`config.mk`:
```
export PLATFORM = sky130hd
export DESIGN_NAME = bcd_to_bin
export DESIGN_NICKNAME = d
export VERILOG_FILES = /design/src/rtl/bcd_pkg.sv /design/src/rtl/bcd_rdd_adj.sv /design/src/rtl/bcd_to_bin.sv
export SDC_FILE = /design/constraint.sdc
export NUM_CORES = 1
export LEC_CHECK = 0
export ABC_AREA = 1
export CORE_MARGIN = 1.5
export CORE_UTILIZATION = 26
export DETAILED_ROUTE_END_ITERATION = 10
export PLACE_DENSITY = 0.45
export RECOVER_POWER = 50
export SYNTH_ARGS = -nofsm -noshare
export SYNTH_HDL_FRONTEND = slang
export SYNTH_HIERARCHICAL = 1
export SYNTH_SLANG_ARGS = --single-unit
```
`constraint.sdc`:
```
create_clock -name clk -period 1.51 [get_ports clk]
set_input_delay 0.151 -clock clk [delete_from_list [all_inputs] [get_ports clk]]
set_output_delay 0.151 -clock clk [all_outputs]
set_load 0.05 [all_outputs]
```
`src/rtl/bcd_pkg.sv`:
```
// Shared types, constants and the width helper for the BCD-to-binary converter.
package bcd_pkg;

    typedef enum logic [1:0] {
        IDLE  = 2'd0,
        CHECK = 2'd1,
        SHIFT = 2'd2,
        DONE  = 2'd3
    } state_t;

    // Largest legal decimal digit.
    localparam logic [3:0] BCD_DIGIT_MAX  = 4'd9;
    // A nibble at or above this value after a right shift needs correcting.
    localparam logic [3:0] BCD_ADJ_THRESH = 4'd8;
    // Correction subtracted from such a nibble.
    localparam logic [3:0] BCD_ADJ        = 4'd3;

    // Smallest binary width w with 2^w >= 10^digits.
    function automatic int bcd_min_bin_w(input int digits);
        longint unsigned lim;
        int              w;
        lim = 64'd1;
        for (int i = 0; i < digits; i++) begin
            lim = lim * 64'd10;
        end
        w = 0;
        for (int b = 0; b < 63; b++) begin
            if ((64'd1 << b) < lim) begin
                w = b + 1;
            end
        end
        return w;
    endfunction

endpackage

```
`src/rtl/bcd_rdd_adj.sv`:
```
// One nibble of the reverse double-dabble correction: subtract 3 when >= 8.
module bcd_rdd_adj
    import bcd_pkg::*;
(
    input  logic [3:0] nibble,
    output logic [3:0] adj
);

    assign adj = (nibble >= BCD_ADJ_THRESH) ? (nibble - BCD_ADJ) : nibble;

endmodule

```
`src/rtl/bcd_to_bin.sv`:
```
// Iterative BCD-to-binary converter (reverse double dabble).
// A request latches bcd_in, checks every digit, then runs BIN_W shift/adjust
// steps and publishes the result with a one-cycle valid pulse.
// Optional build macro BCD_TO_BIN_KEY_SYNC_EN: start becomes a raw active-low
// pushbutton with a 2-flop synchronizer and a registered falling-edge detector.
module bcd_to_bin
    import bcd_pkg::*;
#(
    parameter int DIGITS = 2,
    parameter int BIN_W  = 7
) (
    input  logic                  clk,
    input  logic                  rst_n,
    input  logic                  start,
    input  logic [4*DIGITS-1:0]   bcd_in,
    output logic [BIN_W-1:0]      bin_out,
    output logic                  valid,
    output logic                  busy,
    output logic                  err
);

    localparam int BCD_W  = 4 * DIGITS;
    localparam int WORK_W = BCD_W + BIN_W;
    localparam int CNT_W  = $clog2(BIN_W + 1);
    localparam logic [CNT_W-1:0] CNT_LAST = CNT_W'(BIN_W - 1);

    // Refuse to build a converter whose result could wrap.
    if (BIN_W < bcd_min_bin_w(DIGITS)) begin : g_width_check
        $error("bcd_to_bin: BIN_W too small for DIGITS");
    end

    state_t              state;
    state_t              next_state;
    logic [BCD_W-1:0]    bcd_w;
    logic [BIN_W-1:0]    bin_w;
    logic [CNT_W-1:0]    cnt;
    logic                err_pend;
    logic                req;
    logic                accept;
    logic                digit_bad;
    logic [WORK_W-1:0]   shifted;
    logic [BCD_W-1:0]    bcd_adj;

`ifdef BCD_TO_BIN_KEY_SYNC_EN
    logic key_s1;
    logic key_s2;
    logic key_prev;

    // Synchronize the pushbutton and emit one request per press (falling edge).
    always_ff @(posedge clk or negedge rst_n) begin
        if (!rst_n) begin
            key_s1   <= 1'b1;
            key_s2   <= 1'b1;
            key_prev <= 1'b1;
            req      <= 1'b0;
        end else begin
            key_s1   <= start;
            key_s2   <= key_s1;
            key_prev <= key_s2;
            req      <= key_prev & ~key_s2;
        end
    end
`else
    assign req = start;
`endif

    // A request is taken only when idle and not in the cycle the result is published.
    assign accept = (state == IDLE) && req && !valid;

    // Flag any latched digit above 9.
    always_comb begin
        // NOTE: every variable written here gets a default first so no latch is inferred.
        digit_bad = 1'b0;
        for (int i = 0; i < DIGITS; i++) begin
            if (bcd_w[4*i +: 4] > BCD_DIGIT_MAX) begin
                digit_bad = 1'b1;
            end
        end
    end

    assign shifted = {bcd_w, bin_w} >> 1;

    for (genvar g = 0; g < DIGITS; g++) begin : g_adj
        bcd_rdd_adj u_adj (
            .nibble (shifted[BIN_W + 4*g +: 4]),
            .adj    (bcd_adj[4*g +: 4])
        );
    end

    // State register.
    always_ff @(posedge clk or negedge rst_n) begin
        // NOTE: sequential state uses non-blocking assignments so all flops update together.
        if (!rst_n) begin
            state <= IDLE;
        end else begin
            state <= next_state;
        end
    end

    // Next-state logic.
    always_comb begin
        next_state = state;
        case (state)
            IDLE:    if (accept) next_state = CHECK;
            CHECK:   next_state = digit_bad ? DONE : SHIFT;
            SHIFT:   if (cnt == CNT_LAST) next_state = DONE;
            DONE:    next_state = IDLE;
            default: next_state = IDLE;
        endcase
    end

    // Work register, iteration counter and registered outputs.
    always_ff @(posedge clk or negedge rst_n) begin
        if (!rst_n) begin
            // NOTE: the work register and counter are reset as well, so an aborted
            // conversion leaves no stale data behind.
            bcd_w    <= '0;
            bin_w    <= '0;
            cnt      <= '0;
            err_pend <= 1'b0;
            bin_out  <= '0;
            valid    <= 1'b0;
            busy     <= 1'b0;
            err      <= 1'b0;
        end else begin
            valid <= 1'b0;
            busy  <= (state != IDLE);
            case (state)
                IDLE: begin
                    if (accept) begin
                        bcd_w <= bcd_in;
                        bin_w <= '0;
                    end
                end
                CHECK: begin
                    cnt      <= '0;
                    err_pend <= digit_bad;
                end
                SHIFT: begin
                    bcd_w <= bcd_adj;
                    bin_w <= shifted[BIN_W-1:0];
                    cnt   <= cnt + CNT_W'(1);
                end
                DONE: begin
                    valid   <= 1'b1;
                    bin_out <= err_pend ? '0 : bin_w;
                    err     <= err_pend;
                end
                default: ;
            endcase
        end
    end

endmodule

```
==> impl_results.md, run 1 <==
* Outcome: completed
* GRT Total Usage at 0.1028
* Syn. warnings at 6
* DRT iter0 DRCs at 48
* Fill count at 648
* DR DRC count at 0
* Sequential fraction of design power at 0.333
* RSZ-0062 raised after global routing: false
* Delay-heaviest family, CP: flip-flops
* Die Y at 81.98 um
* Post-synth EDFFs at 0
* Synth top area cells: dfrtp_1 (48%), nand2_1 (14%), o21ai_0 (9.0%)
* Final Cell Area at 0.002034 mm^2
* Netlist cell types at 19
* WL final at 3105 um
* Worst Setup SP: state[0]
* # Post-CTS Setup Buffers at 0
* RR Startpoint: state[0]
* Post-DRT Antenna Nets at 0
* 1st-pass router iterations at 4
* Die extent in x at 81.98 um
* HP Class: in2async
* Crit end category: register
* Worst R2R Setup Slack at 170 ps
* Routed wl met2 at 1359 um
* Clock root buffer: clkbuf_8
* CTS tree: yes
* Syn-to-layout area delta at 25.46%
* Post-CTS Resized at 0
* F_max at 0.7478 GHz
* Worst-path maximum fanout at 30
* Initial core utilization at 0.2723
* Initial antenna violation count at 0
* Mapped Avg Cell Area at 8.190 um^2
* # Max-Cap Violations at 0
* Top Layer Used: met4
* Pin count of the biggest net entering global routing at 32
* Fin. max-slew vios at 0
* Clk_lat worst skew at 280 ps
* Setup TNS at 0 ps
* Slew margin rel. at 0.4686
* R2r endpoint: bcd_w[7]
* Full die area at 0.006720 mm^2
* Worst-Margin Slew at 797.1 ps
* CTS Buffer Depth at 2
* Comb power frac at 0.450
* WL/cell at 10.11 um
* Cell leakage power at 1.020 nW
* Hold buffers post-CTS at 0
* Worst path required time at 1700 ps
* CP Buf/Inv Count at 3
* Multi-input logic area at 689.4 um^2
* Detail Placement HPWL at 2272 um
* Most common flop cell mapped by yosys: dfrtp_1
* FF-to-FF path depth at 7
* Placed Instance Area at 0.001931 mm^2
* PortBufs at 20
* # IOs at 21
* Diodes inserted at 0
* Worst path depth at 7
* Synthesis-stage register bit count at 31
* Floorplan row count at 28
* Crit Path Class: reg2reg
* Net Sw Frac at 0.4255
* Cell taking the most area after synthesis: dfrtp_1
* First-pass GRT wire length at 5230 um
* Clk_skew at 8.078 ps
* Via density at 4.016
* Num CTS Buffers at 5
* Share of layout cells above drive strength 1 at 0.1121
* GRT overflow at 0
* Slowest CP cell: dfrtp_1
* Clock H-tree levels at 2
* VDD IR max at 0.0006339 V
* Synthesized instance count at 198
* Switching Power at 1.668 mW
* Synth top area share at 0.4784
* Setup violators final at 0
* Top-count cell post-synth: nand2_1
* Design internal power at 2.252 mW
* Met1 wire length at 1606 um
* Crit path launch type: register
* Final net count at 253
* Number of global-route vias before repair at 1,135
* CP max stage delay at 380 ps
* Vias at 1,233
* Placer Congestion at 0.7186
* Synth top cells by count: nand2_1 (59), inv_1 (34), dfrtp_1 (31)
* Worst path cell trace: inv_1 -> ha_1 -> inv_2 -> o21ai_2 -> buf_12 -> nand2_1 -> o21ai_0
* Critical Path Sink: bcd_w[7]
* Core area at 0.005956 mm^2
* Met3 Routed Length at 120 um
* Cell Area, Synth at 0.001622 mm^2
* Period utilization at 0.8856
* Seq/Total Area, Yosys at 0.4784
* Clock transition at path regs at 70 ps
* Critical path arrival at 1530 ps
* Period minus WS final at 1337 ps
* Asr flop ratio synth at 1.000
* Final Hold Vio Count at 0
* Clock share of power at 0.216
* PwrDens at 1927 mW/mm^2
* CTS Sinks at 31
* Register cell area after layout at 775.7 um^2
==> stage by stage <==
step | instances | power, mW | util | hold slack, ps | setup slack (ps)
after detailed placement | 299 | 3.162 | 0.3242 | 474.8 | 151.9
after global placement | 299 | 3.162 | 0.3242 | 473.0 | 181.3
after global routing | 307 | 4.290 | 0.3416 | 511.6 | 47.39
after CTS | 307 | 4.036 | 0.3439 | 278.4 | 147.8
after floorplan | 203 | 2.627 | - | -144.6 | 114.5
final | 307 | 3.921 | 0.3416 | 483.2 | 172.8
==> per-layer routing <==
layer	up-vias	GRT usage
li1	668	-
met1	543	0.1366
met2	18	0.1557
met3	4	0.04667
met4	0	0.01525
met5	-	0
==> layout make-up <==
cell class              count  share of cell area
flip-flops and latches     31              0.3813
multi-input cells         131              0.3389
repair buffers             27              0.1113
inverters                  35             0.06458
well taps                  75             0.04613
clock buffers               6             0.04059
clock inverters             2             0.01722
==> sequential cells by signal, indices dropped and copies added, names as in the netlist <==
| register | flops |
|---|---|
| err | 1 |
| busy | 1 |
| cnt | 3 |
| bin_out | 7 |
| err_pend | 1 |
| state | 2 |
| valid | 1 |
| bcd_w | 8 |
| bin_w | 7 |
==> layout by cell type (no fill, tap or decap), types with 2 or more instances in the layout <==
cell,netlist,final
a21boi_1,2,2
a21oi_1,2,2
buf_4,3,12
clkbuf_1,0,3
clkbuf_8,0,6
clkdlybuf4s50_1,0,9
conb_1,1,6
dfrtp_1,31,31
ha_1,11,11
inv_1,34,34
nand2_1,59,59
nand3_1,10,10
nor2_1,4,4
o21ai_0,29,29
o21ai_1,2,2
xor2_1,3,3
==> logic make-up (layout without fill, tap and decap cells) <==
kind of cell | Yosys count | count (layout) | synth area share
other cells | 1 | 6 | 0.002313
simple gates | 74 | 74 | 0.1836
buf+inv | 41 | 70 | 0.1080
compound gates | 37 | 37 | 0.1265
xor+xnor | 3 | 3 | 0.01621
fa+ha+maj | 11 | 11 | 0.08488
flops | 31 | 31 | 0.4784
==> how the worst min path moves through the flow <==
stage | from | end | slack, ps | depth (start not counted)
after floorplan | rst_n | bcd_w[0] | -140 | 0
after global placement | bin_out[1] | bin_out[1] | 470 | 2
after detailed placement | bin_out[6] | bin_out[6] | 470 | 2
after CTS | rst_n | bcd_w[1] | 280 | 2
after global routing | bin_out[2] | bin_out[2] | 510 | 2
final | rst_n | bcd_w[1] | 480 | 2
==> power groups by stage <==
stage	Sequential [mW]	Clock (mW)	Combinational, mW
finish	1.31	0.847	1.77
global route	1.34	0.919	2.03
CTS	1.31	0.875	1.86
detailed placement	1.32	0	1.84
global placement	1.33	0	1.83
floorplan	1.49	0	1.14
Power figures use the tool's default switching activity.
==> inputs of run 2 (changes only) <==
--- a/config.mk
+++ b/config.mk
@@ -9,6 +9,7 @@
 export CORE_MARGIN = 1.5
 export CORE_UTILIZATION = 26
 export DETAILED_ROUTE_END_ITERATION = 10
+export MAX_ROUTING_LAYER = met4
 export PLACE_DENSITY = 0.45
 export RECOVER_POWER = 50
 export SYNTH_ARGS = -nofsm -noshare
==> run 2 against run 1 <==
  * Final area is the same
  * First-iteration DRC count grew 15%
  * Sequential power is essentially flat
  * Hold slack lost 2.0 ps
  * Critical path type unchanged
  * Setup slack gained 1.8 ps
  * Largest power group unchanged
  * Die area is the same
==> impl_results.md, run 2 (same netlist as run 1, synthesis figures left out) <==
* Pin count of the biggest net entering global routing at 32 (unchanged)
* CTS Buffer Depth at 2 (unchanged)
* Clock root buffer: clkbuf_8 (unchanged)
* Fin. max-slew vios at 0 (unchanged)
* Delay-heaviest family, CP: flip-flops (unchanged)
* Number of global-route vias before repair at 1,134 (was 1,135)
* F_max at 0.7488 GHz (was 0.7478 GHz)
* HP Class: in2async (unchanged)
* Core area at 0.005956 mm^2 (unchanged)
* Clock H-tree levels at 2 (unchanged)
* Syn-to-layout area delta at 25.46% (unchanged)
* Most frequent cells in the layout: nand2_1 (59), inv_1 (34), dfrtp_1 (31) (unchanged)
* DRT iter0 DRCs at 55 (was 48)
* Final Hold Vio Count at 0 (unchanged)
* Slew margin rel. at 0.4692 (was 0.4686)
* Outcome: completed (unchanged)
* Cell leakage power at 1.020 nW (unchanged)
* VDD IR max at 0.0006330 V (was 0.0006339 V)
* Worst path required time at 1670 ps (was 1700 ps)
* Crit Path Class: reg2reg (unchanged)
* Die Y at 81.98 um (unchanged)
* Post-DRT Antenna Nets at 0 (unchanged)
* Final net count at 253 (unchanged)
* Crit path launch type: register (unchanged)
* GRT overflow at 0 (unchanged)
* Die extent in x at 81.98 um (unchanged)
* Max reg flops at 8 (unchanged)
* Slowest CP cell: dfrtp_1 (unchanged)
* Detail Placement HPWL at 2272 um (unchanged)
* CTS tree: yes (unchanged)
* Setup violators final at 0 (unchanged)
* Most flops, register: bcd_w (unchanged)
* Finished Core Util at 0.3416 (unchanged)
* Worst-path maximum fanout at 6 (was 30)
* Worst-Margin Slew at 796.2 ps (was 797.1 ps)
* WL/cell at 10.09 um (was 10.11 um)
* Num CTS Buffers at 5 (unchanged)
* Via density at 4.023 (was 4.016)
* Setup TNS at 0 ps (unchanged)
* Post-CTS Resized at 0 (unchanged)
* # Post-CTS Setup Buffers at 0 (unchanged)
* Clk_skew at 7.395 ps (was 8.078 ps)
* Initial antenna violation count at 0 (unchanged)
* Placer Congestion at 0.7270 (was 0.7186)
* Worst slack, placed at 151.9 ps (unchanged)
* Most common cell after layout, fill and taps aside: nand2_1 (unchanged)
* Crit end category: register (unchanged)
* Top flop regs: bcd_w x8, bin_out x7, bin_w x7 (unchanged)
* RSZ-0062 raised after global routing: false (unchanged)
* Period minus WS final at 1335 ps (was 1337 ps)
* CP max stage delay at 470 ps (was 380 ps)
* Full die area at 0.006720 mm^2 (unchanged)
* GRT Total Usage at 0.1057 (was 0.1028)
* Clk_lat worst skew at 280 ps (about the same)
* Initial core utilization at 0.2723 (unchanged)
* Period utilization at 0.8844 (was 0.8856)
* Share of layout cells above drive strength 1 at 0.1121 (unchanged)
* 1st-pass router iterations at 4 (unchanged)
* Clock transition at path regs at 70 ps (about the same)
* CP Buf/Inv Count at 1 (was 3)
* Worst setup margin at 174.6 ps (was 172.8 ps)
* Most numerous cell on the critical path: nand2_1
* Critical path arrival at 1500 ps (was 1530 ps)
* # Max-Cap Violations at 0 (unchanged)
* CTS Sinks at 31 (unchanged)
* Floorplan row count at 28 (unchanged)
* Vias at 1,235 (was 1,233)
* DR DRC count at 0 (unchanged)
* PortBufs at 20 (unchanged)
* First-pass GRT wire length at 5230 um (unchanged)
* # IOs at 21 (unchanged)
* Worst path cell trace: inv_1 -> ha_1 -> nand2_1 -> o21ai_0 -> nand2_1 -> nand2_1 -> nand2_1 -> o21ai_0 (was inv_1 -> ha_1 -> inv_2 -> o21ai_2 -> buf_12 -> nand2_1 -> o21ai_0)
* PwrDens at 1926 mW/mm^2 (was 1927 mW/mm^2)
* Hold buffers post-CTS at 0 (unchanged)
* WL final at 3099 um (was 3105 um)
* Diodes inserted at 0 (unchanged)
-- run 2: per-layer routing --
layer,up-vias,GRT usage,part of all wire
li1,669,-,-
met1,545,0.1366,0.51
met2,17,0.1557,0.43
met3,4,0.04667,0.046
met4,0,0.01525,0.0061
met5,-,-,0
-- run 2: path summary, 6_finish.rpt --
kind                             from    endpoint  slack (ps)  cells after the start
min                             rst_n    bcd_w[1]         480                      2
max reg2reg                  bcd_w[1]    bcd_w[1]         170                      8
max                          bcd_w[1]    bcd_w[1]         170                      8
min reg2reg                bin_out[6]  bin_out[6]         480                      2
max in group asynchronous       rst_n    state[0]         520                      2
min in group clk           bin_out[6]  bin_out[6]         480                      2
-- run 2: final cells by class --
cell class / instances / area (um^2)
Inverter: 35 / 131.4
Fill cell: 648 / 3921
Tap cell: 75 / 93.84
Clock inverter: 2 / 35.03
Multi-Input combinational cell: 131 / 689.4
Sequential cell: 31 / 775.7
Timing Repair Buffer: 27 / 226.5
Clock buffer: 6 / 82.58
-- run 2: through the flow --
stage          power [mW]  instances  cell area (um^2)  hold WS, ps
2_1_floorplan       2.627        203              1640       -144.6
3_3_place_gp        3.162        299              1931        473.0
3_5_place_dp        3.162        299              1931        474.8
4_1_cts             4.036        307              2048        278.4
5_1_grt             4.290        307              2034        511.6
6_report            3.918        307              2034        481.1
-- run 2: where the power goes --
group	leakage, nW	switching, mW	internal (mW)
clock	0.0612	0.313	0.534
combinational	0.551	1.13	0.633
sequential	0.408	0.220	1.09
total	1.02	1.67	2.25
==> inputs of run 3 (changes only) <==
==> constraint.sdc (replaced) <==
create_clock -name clk -period 1.51 [get_ports clk]
set_input_delay 0.2265 -clock clk [delete_from_list [all_inputs] [get_ports clk]]
set_output_delay 0.2265 -clock clk [all_outputs]
set_load 0.05 [all_outputs]
==> run 3 against run 2 <==
  * Via count is 1.9% higher
  * Sequential power hardly changed
  * Setup slack worse by 11 ps
  * Final cell count stayed put
  * Critical path depth is 1 lower
  * Combinational power hardly changed
  * Critical path type unchanged
  * Largest power group unchanged
==> impl_results.md, run 3 (same netlist as run 1, synthesis figures left out) <==
* Placer Congestion at 0.7149 (was 0.7270)
* WL final at 3239 um (was 3099 um)
* Pin count of the biggest net entering global routing at 32 (unchanged)
* Post-DRT Antenna Nets at 0 (unchanged)
* FF-to-FF path depth at 7 (was 8)
* F_max at 0.7426 GHz (was 0.7488 GHz)
* Final Hold Vio Count at 0 (unchanged)
* Most frequent cells in the layout: nand2_1 (59), inv_1 (34), dfrtp_1 (31) (unchanged)
* Full die area at 0.006720 mm^2 (unchanged)
* Most flops, register: bcd_w (unchanged)
* Die Y at 81.98 um (unchanged)
* 1st-pass router iterations at 4 (unchanged)
* Clock H-tree levels at 2 (unchanged)
* Worst R2R Setup Slack at 160 ps (was 170 ps)
* Num CTS Buffers at 5 (unchanged)
* Clock transition at path regs at 60 ps (was 70 ps)
* RSZ-0062 raised after global routing: false (unchanged)
* HP Class: reg2reg (was in2async)
* PortBufs at 20 (unchanged)
* First-pass GRT wire length at 5664 um (was 5230 um)
* Die extent in x at 81.98 um (unchanged)
* GRT overflow at 0 (unchanged)
* Cell leakage power at 1.017 nW (was 1.020 nW)
* PwrDens at 1901 mW/mm^2 (was 1926 mW/mm^2)
* Worst path cell trace: inv_1 -> ha_1 -> inv_2 -> o21ai_2 -> buf_12 -> nand3_1 -> o21ai_0 (was inv_1 -> ha_1 -> nand2_1 -> o21ai_0 -> nand2_1 -> nand2_1 -> nand2_1 -> o21ai_0)
* Final net count at 253 (unchanged)
* Critical path arrival at 1550 ps (was 1500 ps)
* R2r endpoint: bin_w[2] (was bcd_w[1])
* Finished Core Util at 0.3395 (was 0.3416)
* Hold Path Cell Cnt at 2
* Slew margin rel. at 0.4791 (was 0.4692)
* Crit Path Class: reg2reg (unchanged)
* Hold EP: bin_out[1]
* Vias at 1,258 (was 1,235)
* Worst Setup SP: state[0] (was bcd_w[1])
* Period utilization at 0.8918 (was 0.8844)
* Crit path launch type: register (unchanged)
* Hold buffers post-CTS at 0 (unchanged)
* RR Startpoint: state[0] (was bcd_w[1])
* Fin. max-slew vios at 0 (unchanged)
* Outcome: completed (unchanged)
* Clk_lat worst skew at 280 ps (about the same)
* Initial antenna violation count at 0 (unchanged)
* Share of layout cells above drive strength 1 at 0.1164 (was 0.1121)
* CTS tree: yes (unchanged)
* Number of global-route vias before repair at 1,163 (was 1,134)
* Switching Power at 1.689 mW (was 1.666 mW)
* Worst path required time at 1710 ps (was 1670 ps)
* Most common cell after layout, fill and taps aside: nand2_1 (unchanged)
* Setup TNS at 0 ps (unchanged)
* # Post-CTS Setup Buffers at 0 (unchanged)
* Post-CTS Resized at 0 (unchanged)
* # IOs at 21 (unchanged)
* Startpoint of the worst hold path: bin_out[1]
* Clock root buffer: clkbuf_8 (unchanged)
* Comb power frac at 0.469 (was 0.451)
* Crit end category: register (unchanged)
* Max reg flops at 8 (unchanged)
* Syn-to-layout area delta at 24.69% (was 25.46%)
* Initial core utilization at 0.2723 (unchanged)
* DR DRC count at 0 (unchanged)
* Sequential fraction of design power at 0.342 (was 0.333)
* # Max-Cap Violations at 0 (unchanged)
* VDD IR max at 0.0005062 V (was 0.0006330 V)
* DRT iter0 DRCs at 60 (was 55)
* Diodes inserted at 0 (unchanged)
* Detail Placement HPWL at 2219 um (was 2272 um)
* Design internal power at 2.154 mW (was 2.252 mW)
* WL/cell at 10.55 um (was 10.09 um)
* CTS Sinks at 31 (unchanged)
* Worst-Margin Slew at 781.4 ps (was 796.2 ps)
* Period minus WS final at 1347 ps (was 1335 ps)
* Slowest CP cell: dfrtp_1 (unchanged)
* GRT Total Usage at 0.1174 (was 0.1057)
* CP max stage delay at 370 ps (was 470 ps)
* Clock share of power at 0.189 (was 0.216)
* Top flop regs: bcd_w x8, bin_out x7, bin_w x7 (unchanged)
* Core area at 0.005956 mm^2 (unchanged)
* Net Sw Frac at 0.4394 (was 0.4251)
* Clk_skew at 1.910 ps (was 7.395 ps)
* Floorplan row count at 28 (unchanged)
* CTS Buffer Depth at 2 (unchanged)
* Via density at 4.098 (was 4.023)
* Setup violators final at 0 (unchanged)
* Worst-path maximum fanout at 30 (was 6)
-- run 3: worst max-delay path by stage --
stage	slack, ps	end	depth (start not counted)
final	160	bin_w[2]	7
after global placement	170	bin_w[5]	7
after CTS	140	bin_w[5]	7
after floorplan	110	state[0]	10
after detailed placement	160	bin_w[2]	7
after global routing	10	bin_w[3]	7
-- run 3: routing by layer --
layer	global-route usage	part of all wire	vias up
met5	-	0	-
met2	0.1672	0.43	17
met3	0.04444	0.041	4
met1	0.1535	0.52	574
li1	-	-	663
met4	0.03559	0.0099	0
-- run 3: worst max-delay path, delay by kind of cell (launching register included) --
| family | cells | cell delay (ps) |
|---|---|---|
| buffers and inverters | 3 | 370 |
| adder cells (fa/ha/maj) | 1 | 190 |
| AO/OA/AOI/OAI | 2 | 260 |
| AND/OR/NAND/NOR | 1 | 70 |
| flip-flops | 1 | 370 |
-- run 3: metrics by stage --
stage	setup slack, ps	area, um^2	hold WS (ps)	power (mW)	instances
2_1_floorplan	114.5	1640	-69.09	2.627	203
3_3_place_gp	174.5	1943	472.0	3.177	299
3_5_place_dp	157.2	1943	474.8	3.176	299
4_1_cts	137.9	2043	307.7	3.922	307
5_1_grt	9.670	2022	513.2	4.214	307
6_report	163.4	2022	484.8	3.843	307
-- run 3: cell type report --
type	instances	area, um^2
Tap cell	75	93.84
Sequential cell	31	775.7
Inverter	35	131.4
Clock buffer	8	100.1
Timing Repair Buffer	27	231.5
Fill cell	635	3934
Multi-Input combinational cell	131	689.4
-- run 3: power groups by stage --
stage          Sequential [mW]  Clock [mW]  Combinational, mW
2_1_floorplan             1.49           0               1.14
3_3_place_gp              1.33           0               1.84
3_5_place_dp              1.33           0               1.85
4_1_cts                   1.31       0.745               1.86
5_1_grt                   1.35       0.784               2.08
6_report                  1.31       0.727               1.80
